**config.mk**
```make
export PLATFORM = sky130hd
export DESIGN_NAME = sonar_scheduler
export DESIGN_NICKNAME = d
export VERILOG_FILES = /design/src/rtl/sonar_scheduler.sv
export SDC_FILE = /design/constraint.sdc
export NUM_CORES = 1
export LEC_CHECK = 0
export ABC_AREA = 0
export CAP_MARGIN = 25
export CELL_PAD_IN_SITES_DETAIL_PLACEMENT = 0
export CELL_PAD_IN_SITES_GLOBAL_PLACEMENT = 1
export CORE_UTILIZATION = 39
export CTS_CLUSTER_DIAMETER = 150
export CTS_CLUSTER_SIZE = 24
export DETAILED_ROUTE_END_ITERATION = 16
export PLACE_DENSITY = 0.8
export SYNTH_ARGS = -nofsm -noshare
export SYNTH_HDL_FRONTEND = slang
export SYNTH_SLANG_ARGS = --single-unit
```
**constraint.sdc**
```tcl
create_clock -name clk -period 3.89 [get_ports clk]
set_input_delay 0.389 -clock clk [delete_from_list [all_inputs] [get_ports clk]]
set_output_delay 0.389 -clock clk [all_outputs]
set_load 0.02 [all_outputs]
```
**src/rtl/sonar_scheduler.sv**
```systemverilog
// sonar_scheduler: round-robin scheduler for up to eight HC-SR04 sensors that
// share one echo timer. Each served sensor owns a fixed SLOT_US-tick slot:
// a TRIG_US-tick trigger pulse, then a wait for echo, then echo measurement.
// Optional build macro: SONAR_SYNC_EN adds a 2-flop synchronizer per echo line.
//
// Result interface: dist_valid is a one-clk strobe with no back-pressure; the
// consumer must accept every strobe. dist_us, dist_idx and dist_timeout change
// only in the strobe clk and stay stable until the next strobe.
module sonar_scheduler #(
   parameter int CLK_PER_US = 40,
   parameter int N_SENSORS  = 4,
   parameter int TRIG_US    = 20,
   parameter int SLOT_US    = 60000
) (
   input  logic                 clk,
   input  logic                 reset,
   input  logic                 enable,
   input  logic [N_SENSORS-1:0] mask,
   input  logic [N_SENSORS-1:0] echo,
   output logic [N_SENSORS-1:0] trig,
   output logic [11:0]          dist_us,
   output logic [2:0]           dist_idx,
   output logic                 dist_valid,
   output logic                 dist_timeout,
   output logic [2:0]           dbg_state
);

   typedef enum logic [2:0] {
      IDLE = 3'd0,
      TRIG = 3'd1,
      WAIT = 3'd2,
      MEAS = 3'd3,
      HOLD = 3'd4
   } state_t;

   localparam int PW = (CLK_PER_US > 1) ? $clog2(CLK_PER_US) : 1;
   localparam int SW = $clog2(N_SENSORS);
   localparam int CW = $clog2(SLOT_US + 1);

   state_t               state, state_nxt;
   logic [PW-1:0]        pre_cnt;
   logic                 tick;
   logic [SW-1:0]        sel, sel_nxt;
   logic [CW-1:0]        slot_cnt, slot_nxt, slot_inc;
   logic                 slot_last;
   logic [11:0]          ecnt, ecnt_nxt, ecnt_inc;
   logic                 emit;
   logic [11:0]          emit_us;
   logic                 emit_to;
   logic [N_SENSORS-1:0] echo_use;
   logic                 echo_sel;
   logic                 rr_found;
   logic [SW-1:0]        rr_idx;
   logic [SW:0]          rr_cand;

   // Free-running 1 us prescaler; tick marks its terminal count.
   always_ff @(posedge clk or posedge reset) begin
      if (reset)     pre_cnt <= '0;
      else if (tick) pre_cnt <= '0;
      else           pre_cnt <= pre_cnt + 1'b1;
   end

   assign tick = (pre_cnt == PW'(CLK_PER_US - 1));

`ifdef SONAR_SYNC_EN
   logic [N_SENSORS-1:0] echo_s1, echo_s2;

   // Two-flop synchronizer on every echo line.
   always_ff @(posedge clk or posedge reset) begin
      if (reset) begin
         echo_s1 <= '0;
         echo_s2 <= '0;
      end else begin
         echo_s1 <= echo;
         echo_s2 <= echo_s1;
      end
   end

   assign echo_use = echo_s2;
`else
   assign echo_use = echo;
`endif

   assign echo_sel = echo_use[sel];

   // The selection tick is slot tick 0, so the counter "reaches" a value on
   // the tick whose incremented count equals it. This makes a slot exactly
   // SLOT_US ticks from one selection to the next.
   assign slot_inc  = slot_cnt + CW'(1);
   assign slot_last = (slot_inc == CW'(SLOT_US - 1));
   assign ecnt_inc  = (ecnt == 12'hFFF) ? ecnt : ecnt + 12'd1;

   // Round-robin search: first masked-in sensor after the last served one.
   always_comb begin
      rr_found = 1'b0;
      rr_idx   = sel;
      rr_cand  = '0;
      for (int i = 1; i <= N_SENSORS; i++) begin
         rr_cand = {1'b0, sel} + (SW+1)'(i);
         if (rr_cand >= (SW+1)'(N_SENSORS)) rr_cand = rr_cand - (SW+1)'(N_SENSORS);
         if (!rr_found && mask[rr_cand[SW-1:0]]) begin
            rr_found = 1'b1;
            rr_idx   = rr_cand[SW-1:0];
         end
      end
   end

   // Next-state and result logic; every transition except emission waits for a tick.
   always_comb begin
      state_nxt = state;
      sel_nxt   = sel;
      slot_nxt  = slot_cnt;
      ecnt_nxt  = ecnt;
      emit      = 1'b0;
      emit_us   = dist_us;
      emit_to   = dist_timeout;
      if (tick) begin
         if (state != IDLE) slot_nxt = slot_inc;
         case (state)
            IDLE: begin
               if (enable && rr_found) begin
                  sel_nxt   = rr_idx;
                  slot_nxt  = '0;
                  state_nxt = TRIG;
               end
            end
            TRIG: begin
               if (slot_inc == CW'(TRIG_US)) state_nxt = WAIT;
            end
            WAIT: begin
               if (slot_last) begin
                  emit      = 1'b1;
                  emit_us   = 12'hFFF;
                  emit_to   = 1'b1;
                  state_nxt = IDLE;
               end else if (echo_sel) begin
                  ecnt_nxt  = '0;
                  state_nxt = MEAS;
               end
            end
            MEAS: begin
               if (!echo_sel) begin
                  emit      = 1'b1;
                  emit_us   = ecnt;
                  emit_to   = 1'b0;
                  state_nxt = slot_last ? IDLE : HOLD;
               end else begin
                  ecnt_nxt = ecnt_inc;
                  if (slot_last) begin
                     // Echo still high at slot end: report what was counted.
                     emit      = 1'b1;
                     emit_us   = ecnt_inc;
                     emit_to   = 1'b1;
                     state_nxt = IDLE;
                  end
               end
            end
            HOLD: begin
               if (slot_last) state_nxt = IDLE;
            end
            default: state_nxt = IDLE;
         endcase
      end
   end

   // State, slot bookkeeping and the held result registers.
   always_ff @(posedge clk or posedge reset) begin
      if (reset) begin
         state        <= IDLE;
         sel          <= SW'(N_SENSORS - 1);
         slot_cnt     <= '0;
         ecnt         <= '0;
         dist_valid   <= 1'b0;
         dist_us      <= '0;
         dist_idx     <= '0;
         dist_timeout <= 1'b0;
      end else begin
         state      <= state_nxt;
         sel        <= sel_nxt;
         slot_cnt   <= slot_nxt;
         ecnt       <= ecnt_nxt;
         dist_valid <= emit;
         if (emit) begin
            dist_us      <= emit_us;
            dist_idx     <= 3'(sel);
            dist_timeout <= emit_to;
         end
      end
   end

   // Trigger decode straight from state so reset drops it immediately.
   always_comb begin
      trig = '0;
      if (state == TRIG) trig[sel] = 1'b1;
   end

   assign dbg_state = state;

endmodule

```
==> flow_summary.ini, run 1 <==
[power]
p_leak_uw = 0.00159
max-vdd-ir-drop_v = 0.000134
p_per_area_mw_per_mm2 = 241

[detailed_routing]
drc = 0
vias_per_cell = 5.77
antenna_left = 0
vias = 2970
drt_wl_total_microns = 7930
first_pass_iters = 6
initialDrtViolationCount = 181
post_drt_wl_per_cell_microns = 15.4

[global_routing]
gr-total-overflow = 0
grt_pass1_vias = 2847
grt_pass1_wl_microns = 13700
grt_use_total = 0.174
grt_max_degree = 33
antenna_found_initial = 0

[clocking]
clk_latency_ns = 0.32
clk_pin_slew_ns = 0.12
cts_hold_buffers = 0
post_cts_buffers = 0
cts_sinks = 55
htreeDepth = 2
cts-resized-gates = 0
clk_path_buf_depth = 2
cts_inserted_buffers = 5
cts_root_buf = clkbuf_8
cts_tree = yes

[floorplan]
dieArea_sq_mm = 0.00936
die_h_microns = 96.7
start_util = 0.401
die_x_microns = 96.7
num_rows = 34
pin_count = 35
core_region_area_sq_mm = 0.00872

[critical_path]
crit_end = dbg_state[0]
reg2reg_slack_ns = 0.45
worst-setup-path-type = register to register
rr_worst_depth = 8
arrival_ns = 3.69
worstPathMaxFanout = 12
startpoint_type = register
crit_start = slot_cnt[0]
reg2reg_from = slot_cnt[0]
reg2reg_to = dbg_state[0]
required_ns = 4.13
end_kind = register

[cells_and_area]
areaGrowthSynthToFinish_pct = 14.5
drive_above_1_share = 0.108
multi_input_area_sq_mm = 0.00198
final_nets = 426
seq_area_sq_mm = 0.00138
fillerInstances = 832
antenna_cells = 0

[placement]
place_hpwl_microns = 5590
place_congestion = 0.817
port_buffers = 33

[sta]
finalCritPeriodShare = 0.885
fin_hold_ws_ns = 0.480
fin_tns_setup_ns = 0
setup_viol = 0
fmax_ghz = 0.290
finalMaxSlewViolations = 0
hold_viol_final = 0
maxSlewHeadroom = 0.540
post-route-min-period_ns = 3.44
finalClockSkew_ns = 0.0136
rsz0062_at_grt = false
worstMarginPinSlew_ns = 0.689

[synthesis]
synth.most_common_cell = dfrtp_1
ys_ff_latch = 55
avgSynthCellArea_sq_um = 9.16
synth_nets = 402
synthTopCellsByArea = dfrtp_1, o21ai_0, mux2_2, nand2_1, ha_1
syn_area_sq_mm = 0.00350
synth_top_area_share = 0.379
ys_top_cells_by_count = dfrtp_1, o21ai_0, nand2_1, nor2_1, nand3_1
synth_edf_count = 0
yosysTopAreaCell = dfrtp_1
yosysUniqueCellTypes = 55
synth-async-reset-ratio = 1.00
syn_inst = 382
ys_seq_area_frac = 0.394
yosys_warnings = 0
synth_ff_type = dfrtp_1

[outcome]
status = complete, no violations

[min_path]
hold_path_class = input port to asynchronous set/reset pin

[flow_run]
cap_violations = 0
## final cells by class
| type | instances | area share |
|---|---|---|
| Tap cell | 108 | 0.0337 |
| Sequential cell | 55 | 0.344 |
| Clock buffer | 5 | 0.0172 |
| Inverter | 13 | 0.0122 |
| Multi-Input combinational cell | 293 | 0.494 |
| Timing Repair Buffer | 38 | 0.0918 |
| Clock inverter | 3 | 0.00687 |
## cell families (layout without fill, tap and decap cells)
family,after synthesis,in the layout,share of synthesized area
AND/OR/NAND/NOR,146,146,0.224
AO/OA/AOI/OAI,94,94,0.171
multiplexers,28,28,0.100
XOR/XNOR,15,15,0.0375
other,1,1,0.00107
flip-flops,55,55,0.394
buffers and inverters,34,59,0.0400
adder cells (fa/ha/maj),9,9,0.0322
## report_power, final
group          leakage (uW)  total, uW  switching (uW)  internal (uW)
logic              0.000903       46.5            26.8           19.7
clock network     0.0000463        346             213            133
registers          0.000641        574           0.719            573
## cell usage in the layout (no fill, tap or decap), types with 9 or more instances in the layout
cell,Yosys,final
mux2_2,15,15
nand3_1,21,21
and2_1,9,9
nor2_1,28,28
clkdlybuf4s50_1,0,33
nand2_1,33,33
inv_1,13,12
o31ai_1,9,9
o21ai_0,38,38
dfrtp_1,53,53
a21oi_1,13,13
ha_1,9,9
## sequential cells by signal (all words and copies together), names as in the netlist
name,cells
slot_cnt,16
dist_us,12
ecnt,12
pre_cnt,6
dbg_state,3
dist_idx,2
sel,2
dist_timeout,1
dist_valid,1
## worst max-delay path, cell delays in order, from the launching register on
cell and delay, ns:
dfrtp_1 0.52, ha_1 0.28, nand3_1 0.34, nor4_1 0.45
xor2_1 0.15, or4_1 0.54, a221o_1 0.42, or4b_4 0.54
mux2i_1 0.13
## per-stage QoR
stage	utilization	cells	setup slack, ns	power (uW)	cell area (sq um)
floorplan	-	382	0.907	610	3500
CTS	0.460	515	0.436	979	4010
detailed placement	0.449	507	0.453	632	3910
finish	0.460	515	0.447	966	4010
global placement	0.449	507	0.613	632	3910
global route	0.460	515	0.213	1010	4010
## layer usage
metal / vias to the layer above / share of wire / global-route usage
li1: 1436 / - / -
met1: 1432 / 0.50 / 0.256
met2: 93 / 0.44 / 0.262
met3: 9 / 0.049 / 0.0325
met4: 0 / 0.010 / 0.0436
met5: - / 0 / 0
## worst min-delay path by stage
stage / start / endpoint / slack, ns / cells past startpoint
floorplan: pre_cnt[0] / pre_cnt[0] / 0.46 / 1
CTS: reset / dist_us[6] / 0.51 / 2
detailed placement: dist_us[6] / dist_us[6] / 0.48 / 1
finish: reset / dist_us[6] / 0.48 / 2
global placement: pre_cnt[0] / pre_cnt[0] / 0.48 / 1
global route: dist_us[6] / dist_us[6] / 0.53 / 1
Note: power is estimated with default switching activity, not from simulation.
==> inputs of run 2 (changes only) <==
RECOVER_POWER = 100   (was unset)
SETUP_SLACK_MARGIN = 0.1   (was unset)
==> flow_summary.ini, run 2 (synthesized netlist as in run 1, its figures left out) <==
[cells_and_area]
antenna_cells = 0
top_register = slot_cnt
reg.largest.list = slot_cnt: 16 flops, dist_us: 12 flops, ecnt: 12 flops
final_nets = 426
areaGrowthSynthToFinish_pct = 13.8
layout_common_cells = dfrtp_1, o21ai_0, nand2_1, nor2_1, dlygate4sd3_1
largest_reg_flops = 16
final_util = 0.457
final_common_cell = dfrtp_1
fin_cells = 515
drive_above_1_share = 0.0885

[sta]
hold_viol_final = 0
rsz0062_at_grt = false
setup_viol = 0
finalMaxSlewViolations = 0
finalClockSkew_ns = 0.0144
fin_hold_ws_ns = 0.500
fmax_ghz = 0.287
maxSlewHeadroom = 0.142
fin_tns_setup_ns = 0
post-route-min-period_ns = 3.48
finalCritPeriodShare = 0.894
worstMarginPinSlew_ns = 1.29

[clocking]
cts_hold_buffers = 0
cts-resized-gates = 0
clk_latency_ns = 0.32
htreeDepth = 2
clk_pin_slew_ns = 0.12
cts_inserted_buffers = 5
cts_root_buf = clkbuf_8
post_cts_buffers = 0
cts_sinks = 55
clk_path_buf_depth = 2
cts_tree = yes

[placement]
dp.cells = 507
place_hpwl_microns = 5590
place_congestion = 0.817
port_buffers = 33

[critical_path]
startpoint_type = register
required_ns = 4.10
rr_worst_depth = 9
arrival_ns = 3.69
reg2reg_slack_ns = 0.41
reg2reg_to = slot_cnt[11]
worstPathMaxFanout = 11
worst-setup-path-type = register to register
end_kind = register
reg2reg_from = sel[0]

[global_routing]
grt_pass1_wl_microns = 13700
grt_max_degree = 33
gr-total-overflow = 0
grt_use_total = 0.174
antenna_found_initial = 0
grt_pass1_vias = 2847

[floorplan]
core_region_area_sq_mm = 0.00872
start_util = 0.401
die_x_microns = 96.7
pin_count = 35
dieArea_sq_mm = 0.00936
die_h_microns = 96.7
num_rows = 34

[detailed_routing]
first_pass_iters = 5
vias_per_cell = 5.72
vias = 2945
drc = 0
drt_wl_total_microns = 7890
antenna_left = 0
post_drt_wl_per_cell_microns = 15.3
initialDrtViolationCount = 176

[min_path]
hold_path_class = register to register
hold_depth = 1
hp-start = dist_us[6]
hold_end = dist_us[6]

[power]
power.share.clock = 0.359
switching_share = 0.250
switching_power_uw = 241
p_leak_uw = 0.00156
p_per_area_mw_per_mm2 = 242
p_comb_frac = 0.047
p_int_uw = 724
max-vdd-ir-drop_v = 0.000134
seq_power_share = 0.594

[outcome]
status = complete, no violations

[flow_run]
cap_violations = 0
-- run 2: cell types whose count changed in the layout (fill, tap and decap cells not counted), moves of 4 or more --
cell             change
buf_4                -4
clkdlybuf4s50_1     -23
clkbuf_1             +4
dlygate4sd3_1       +23
-- run 2: worst max-delay path, cell delays in order, from the launching register on --
cell and delay [ns]:
dfstp_1 0.82, inv_1 0.19, ha_1 0.40, mux4_2 0.51, or2_2 0.31, nor3_1 0.20
o21a_1 0.37, clkbuf_1 0.34, o21ai_0 0.14, o41ai_1 0.07
-- run 2: per-layer routing --
| metal | up-vias | wire, microns | global-route usage |
|---|---|---|---|
| met2 | 76 | 3470 | 0.262 |
| met1 | 1420 | 3960 | 0.256 |
| met4 | 0 | 94 | 0.0436 |
| met5 | - | 0 | 0 |
| li1 | 1438 | - | - |
| met3 | 11 | 366 | 0.0325 |
-- run 2: how the worst max path moves through the flow --
| stage | from | end | slack (ns) | cells past startpoint |
|---|---|---|---|---|
| CTS | slot_cnt[0] | dist_us[5] | 0.44 | 8 |
| global placement | slot_cnt[0] | dist_us[1] | 0.61 | 8 |
| detailed placement | slot_cnt[0] | dist_us[6] | 0.45 | 8 |
| finish | sel[0] | slot_cnt[11] | 0.41 | 9 |
| floorplan | sel[1] | slot_cnt[11] | 0.91 | 10 |
| global route | sel[0] | slot_cnt[7] | 0.15 | 9 |
-- run 2: metrics by stage --
stage	area [sq um]	setup slack (ns)	total power (uW)
final	3990	0.411	965
after global routing	3990	0.155	1010
after CTS	4010	0.436	979
after detailed placement	3910	0.453	632
after global placement	3910	0.613	632
after floorplan	3500	0.907	610
-- run 2: layout make-up --
| type | instances | area [sq um] |
|---|---|---|
| Timing Repair Buffer | 38 | 353 |
| Clock buffer | 5 | 68.8 |
| Multi-Input combinational cell | 293 | 1970 |
| Clock inverter | 3 | 27.5 |
| Fill cell | 840 | 4740 |
| Sequential cell | 55 | 1380 |
| Inverter | 13 | 48.8 |
| Tap cell | 108 | 135 |
-- run 2: power groups by stage --
stage          Clock [uW]  Combinational, uW  Sequential (uW)
3_5_place_dp            0               47.4              585
5_1_grt               385               50.4              574
2_1_floorplan           0               23.4              587
3_3_place_gp            0               47.0              585
6_report              346               45.2              574
4_1_cts               357               47.8              574
